### config.mk
export PLATFORM = sky130hd
export DESIGN_NAME = vga_sync_zybo
export DESIGN_NICKNAME = d
export VERILOG_FILES = /design/src/rtl/vga_sync_zybo.sv
export SDC_FILE = /design/constraint.sdc
export NUM_CORES = 1
export LEC_CHECK = 0
export CAP_MARGIN = 20
export CORE_MARGIN = 3
export CORE_UTILIZATION = 40
export CTS_CLUSTER_DIAMETER = 200
export CTS_CLUSTER_SIZE = 40
export DETAILED_ROUTE_END_ITERATION = 10
export GPL_ROUTABILITY_DRIVEN = 0
export PLACE_DENSITY = 0.72
export SLEW_MARGIN = 0
export SYNTH_ARGS = -nofsm -noshare
export SYNTH_HDL_FRONTEND = slang
export SYNTH_SLANG_ARGS = --single-unit
### constraint.sdc
create_clock -name clk25 -period 1.9 [get_ports clk25]
set_input_delay 0.285 -clock clk25 [delete_from_list [all_inputs] [get_ports clk25]]
set_output_delay 0.285 -clock clk25 [all_outputs]
set_load 0.03 [all_outputs]
### src/rtl/vga_sync_zybo.sv
// 640x480@60 VGA timing for the Zybo: pixel counters, blanking, sync decode and a
// matched output pipeline. Optional colour-bar generator under VGA_TEST_PATTERN_EN.
module vga_sync_zybo #(
  parameter int H_ACTIVE = 640,
  parameter int H_FP     = 16,
  parameter int H_SYNC   = 96,
  parameter int H_BP     = 48,
  parameter int V_ACTIVE = 480,
  parameter int V_FP     = 10,
  parameter int V_SYNC   = 2,
  parameter int V_BP     = 33,
  parameter int PIPE     = 2
) (
  input  logic        clk25,
  input  logic        Reset,
  input  logic [4:0]  red_in,
  input  logic [5:0]  green_in,
  input  logic [4:0]  blue_in,
  input  logic        test_pat,
  output logic [9:0]  xpos,
  output logic [9:0]  ypos,
  output logic [4:0]  vga_r,
  output logic [5:0]  vga_g,
  output logic [4:0]  vga_b,
  output logic        vga_hs,
  output logic        vga_vs,
  output logic        frame_tick,
  output logic [15:0] frame_count
);

  localparam logic [9:0] H_LAST    = 10'(H_ACTIVE + H_FP + H_SYNC + H_BP - 1);
  localparam logic [9:0] V_LAST    = 10'(V_ACTIVE + V_FP + V_SYNC + V_BP - 1);
  localparam logic [9:0] H_ACT     = 10'(H_ACTIVE);
  localparam logic [9:0] V_ACT     = 10'(V_ACTIVE);
  localparam logic [9:0] V_PRETICK = 10'(V_ACTIVE - 1);
  localparam logic [9:0] HS_START  = 10'(H_ACTIVE + H_FP);
  localparam logic [9:0] HS_END    = 10'(H_ACTIVE + H_FP + H_SYNC);
  localparam logic [9:0] VS_START  = 10'(V_ACTIVE + V_FP);
  localparam logic [9:0] VS_END    = 10'(V_ACTIVE + V_FP + V_SYNC);
  localparam logic [17:0] BLANK    = {5'd0, 6'd0, 5'd0, 1'b1, 1'b1};

  logic [9:0]  r_xpos;
  logic [9:0]  r_ypos;
  logic        r_frameTick;
  logic [15:0] r_frameCount;
  logic [17:0] r_pipe [PIPE];

  logic        w_active;
  logic        w_hsRaw;
  logic        w_vsRaw;
  logic [4:0]  w_srcR;
  logic [5:0]  w_srcG;
  logic [4:0]  w_srcB;
  logic [17:0] w_stage0;

  always_ff @(posedge clk25) begin
    if (Reset) begin
      r_xpos <= '0;
      r_ypos <= '0;
    end else if (r_xpos == H_LAST) begin
      r_xpos <= '0;
      r_ypos <= (r_ypos == V_LAST) ? 10'd0 : r_ypos + 10'd1;
    end else begin
      r_xpos <= r_xpos + 10'd1;
    end
  end

  // Tick is registered one cycle early so it lands exactly on (0, V_ACTIVE).
  always_ff @(posedge clk25) begin
    if (Reset) begin
      r_frameTick  <= 1'b0;
      r_frameCount <= '0;
    end else begin
      r_frameTick <= (r_xpos == H_LAST) && (r_ypos == V_PRETICK);
      if (r_frameTick) begin
        r_frameCount <= r_frameCount + 16'd1;
      end
    end
  end

  assign w_active = (r_xpos < H_ACT) && (r_ypos < V_ACT);
  assign w_hsRaw  = !((r_xpos >= HS_START) && (r_xpos < HS_END));
  assign w_vsRaw  = !((r_ypos >= VS_START) && (r_ypos < VS_END));

`ifdef VGA_TEST_PATTERN_EN
  localparam logic [9:0] BAR_W = 10'(H_ACTIVE / 8);
  logic [9:0] w_barIdx;
  logic [2:0] w_barRgb;

  assign w_barIdx = r_xpos / BAR_W;

  // Bars left to right: white, yellow, cyan, green, magenta, red, blue, black.
  always_comb begin
    w_barRgb = 3'b000;
    case (w_barIdx)
      10'd0:   w_barRgb = 3'b111;
      10'd1:   w_barRgb = 3'b110;
      10'd2:   w_barRgb = 3'b011;
      10'd3:   w_barRgb = 3'b010;
      10'd4:   w_barRgb = 3'b101;
      10'd5:   w_barRgb = 3'b100;
      10'd6:   w_barRgb = 3'b001;
      default: w_barRgb = 3'b000;
    endcase
  end

  assign w_srcR = test_pat ? {5{w_barRgb[2]}} : red_in;
  assign w_srcG = test_pat ? {6{w_barRgb[1]}} : green_in;
  assign w_srcB = test_pat ? {5{w_barRgb[0]}} : blue_in;
`else
  logic w_unusedTestPat;
  assign w_unusedTestPat = test_pat;
  assign w_srcR = red_in;
  assign w_srcG = green_in;
  assign w_srcB = blue_in;
`endif

  assign w_stage0 = w_active ? {w_srcR, w_srcG, w_srcB, w_hsRaw, w_vsRaw}
                             : {16'd0, w_hsRaw, w_vsRaw};

  // Colour and both syncs share one chain so they can never skew.
  always_ff @(posedge clk25) begin
    if (Reset) begin
      for (int i = 0; i < PIPE; i++) begin
        r_pipe[i] <= BLANK;
      end
    end else begin
      r_pipe[0] <= w_stage0;
      for (int i = 1; i < PIPE; i++) begin
        r_pipe[i] <= r_pipe[i-1];
      end
    end
  end

  assign xpos        = r_xpos;
  assign ypos        = r_ypos;
  assign frame_tick  = r_frameTick;
  assign frame_count = r_frameCount;
  assign {vga_r, vga_g, vga_b, vga_hs, vga_vs} = r_pipe[PIPE-1];

endmodule

==> impl_results.md <==
* Top cell type's share of synthesized area at 0.513
* Hold_sp: Reset
* Max Freq at 533 MHz
* CTS Root Cell: clkbuf_8
* DRC viols at 0
* N_diodes at 0
* Period utilisation layout at 0.988
* Routed vias at 2,248
* CTS tree: done
* Post-synth top area cell: dfxtp_1
* Max transition margin at 0.666
* Clk_lat worst skew at 0.33 ns
* Pins Over Slew Limit at 0
* CTS H-tree depth at 3
* Die height at 90.4 um
* DR WL/cell at 12.7 um
* Yosys warns at 0
* Vias in the first global route at 2,132
* Critical Path Start Type: register
* Async SR Flop Fraction at 0
* Drt first-iter violations at 45
* Period minus WS final at 1.88 ns
* Congestion Overflow GR at 0
* Synthesized flop and latch total at 73
* Layout Cells excl Fill at 471
* Nets at 394
* Synth-to-Final Area Change at 38.3%
* Routed Wire Length at 5980 um
* Filler cells at 623
* Hold-fix buffers, CTS at 0
* # rows at 30
* Leak at 1.42 nW
* Synth unique cells at 39
* Post-synthesis net count at 320
* Clock Tree Buf Depth at 2
* Die W at 90.4 um
* Netlist Area Pre-Place at 2850 um2
* CP Max Fanout at 7
* Die area at 8170 um2
* Worst-margin pin slew at 0.501 ns
* Setup violators final at 0
* Endpoint type of the worst setup path: register
* Ports at 74
* Starting density of the core at 0.415
* Post-synth top cells: 73 x dfxtp_1, 23 x nor2_1, 18 x nor2b_1, 16 x and2_1, 16 x buf_4
* Synth Instances at 296
* WHS Path Cells at 4
* Power share of the combinational group at 0.056
* Power share of the clock group at 0.435
* Post-synthesis average cell area at 9.63 um2
* Largest net degree at the start of global routing at 52
* Sequential fraction of the synthesis area at 0.513
* Clock sinks at 73
* Pwr Density at 787 nW/um2
* Layout cell share with drive strength beyond 1 at 0.160
* CP max stage delay at 0.49 ns
* Reg-to-reg setup timing slack at 0.02 ns
* Antenna Violating Nets Remaining at 0
* Post-placement cell count at 450
* First-pass GRT wire length at 9940 um
* Hold endpoint: r_pipe[0][0]$_SDFF_PP1_
* Pint at 0.00243 W
* Final HPWL DP at 4170 um
* Status: completed
* Post-synth EDFFs at 0
* FF-to-FF Start: xpos[8]$_SDFF_PP0_
* Peak supply drop at 0.000343 V
* Port bufs at 72
* Slowest CP cell: or4_4
* CP Cell Sequence: or3b_4 > or3_4 > or4_4 > a21oi_2
* Critical path type: register to register
* Required time of the worst setup path at 2.17 ns
* First-pass DRT Iterations at 4
* Max capacitance violation total at 0
* Sw frac at 0.216
* Most numerous cell in the Yosys netlist: dfxtp_1
* Synth Flop Type: dfxtp_1
* Worst r2r dst: ypos[7]$_SDFFE_PP0P_
* Antenna violations before repair at 0
* Reg power frac at 0.508
* Final Hold Fails at 0
* RSZ-0062 raised after global routing: yes
* All-Layer GR Usage at 0.149
* Synth area leaders: dfxtp_1 51%, xnor2_1 4.6%, buf_4 4.2%
* WP data arrival at 2.14 ns
* Hold WC Path Type: primary input to register
* Post-detailed-route via-to-cell ratio at 4.77
* Clock-pin slew on the worst setup and hold paths at 0.08 ns
* Hold WS at 0.304 ns
* R2R depth at 4
* Switching power at 0.000670 W
* Core ar. at 6870 um2
* Final setup skew at 0.0116 ns
* Num CTS Buffers at 9
## cell families (layout without fill, tap and decap cells)
family | count (synthesis) | count (layout) | share of synthesized area
compound gates | 18 | 18 | 0.0386
flops | 73 | 73 | 0.513
simple gates | 138 | 138 | 0.275
xor+xnor | 22 | 22 | 0.0676
buf+inv | 37 | 116 | 0.0729
fa+ha+maj | 5 | 5 | 0.0219
mux | 3 | 3 | 0.0114
## flip-flops by register name (all words and copies together) (netlist names)
name         cells
frame_count     16
ypos            10
r_pipe          36
frame_tick       1
xpos            10
## power groups by stage
stage,combinational [W],clock (W),sequential (W)
3_5_place_dp,0.000177,0,0.00161
2_1_floorplan,0.0000982,0,0.00162
6_report,0.000175,0.00135,0.00158
4_1_cts,0.000178,0.00138,0.00158
3_3_place_gp,0.000176,0,0.00161
5_1_grt,0.000189,0.00144,0.00158
## cell usage in the layout, fill, tap and decap left out, types with 10 or more instances in the layout
master / count
and2_1: 16
nand2_1: 11
nor3_1: 12
clkdlybuf4s50_1: 69
clkbuf_8: 10
dfxtp_1: 65
xnor2_1: 15
buf_4: 17
inv_1: 10
nor2_1: 23
nand3_1: 13
nor2b_1: 18
nand4_1: 12
## per-layer routing
metal,wire (um),GRT usage,vias up,share of wire
met4,78,0.0651,0,0.013
li1,-,-,1139,-
met3,246,0.0317,6,0.041
met2,2910,0.254,52,0.49
met5,0,0,-,0
met1,2740,0.181,1051,0.46
## area by class of cell
class / instances / area (um2) / share of cell area
sequential: 73 / 1480 / 0.376
timing repair buffer: 90 / 860 / 0.218
multi-input combinational: 186 / 1220 / 0.308
tap: 96 / 120 / 0.0305
clock buffer: 10 / 138 / 0.0349
clock inverter: 6 / 90.1 / 0.0228
inverter: 10 / 37.5 / 0.00952
## stage by stage
stage	utilization	setup slack, ns	cell area (um2)	total power [W]	TNS (ns)
2_1_floorplan	-	0.00111	2900	0.00172	0
3_3_place_gp	0.532	0.0693	3650	0.00179	0
3_5_place_dp	0.532	0.0341	3650	0.00179	0
4_1_cts	0.565	0.0147	3880	0.00314	0
5_1_grt	0.574	-0.0310	3940	0.00321	-0.0543
6_report	0.574	0.0224	3940	0.00310	0
## critical path: cells and delay by family, from the launching register on
family	cells	cell delay (ns)
flip-flops	1	0.37
AND/OR/NAND/NOR	3	1.30
AO/OA/AOI/OAI	1	0.14
## how the worst max path moves through the flow
stage,startpoint,end,slack [ns],cells after the start
2_1_floorplan,xpos[9]$_SDFF_PP0_,ypos[5]$_SDFFE_PP0P_,0.001,5
3_3_place_gp,xpos[8]$_SDFF_PP0_,ypos[8]$_SDFFE_PP0P_,0.07,4
3_5_place_dp,xpos[8]$_SDFF_PP0_,ypos[7]$_SDFFE_PP0P_,0.03,4
4_1_cts,xpos[8]$_SDFF_PP0_,ypos[7]$_SDFFE_PP0P_,0.01,4
5_1_grt,xpos[8]$_SDFF_PP0_,ypos[6]$_SDFFE_PP0P_,-0.03,5
6_report,xpos[8]$_SDFF_PP0_,ypos[7]$_SDFFE_PP0P_,0.02,4
## repair_timing
item	in CTS	in global routing
endpoints found under the setup margin	0	6
buffers inserted	0	5
resized for setup	0	10
No activity file was read; power rests on OpenSTA's default activity.
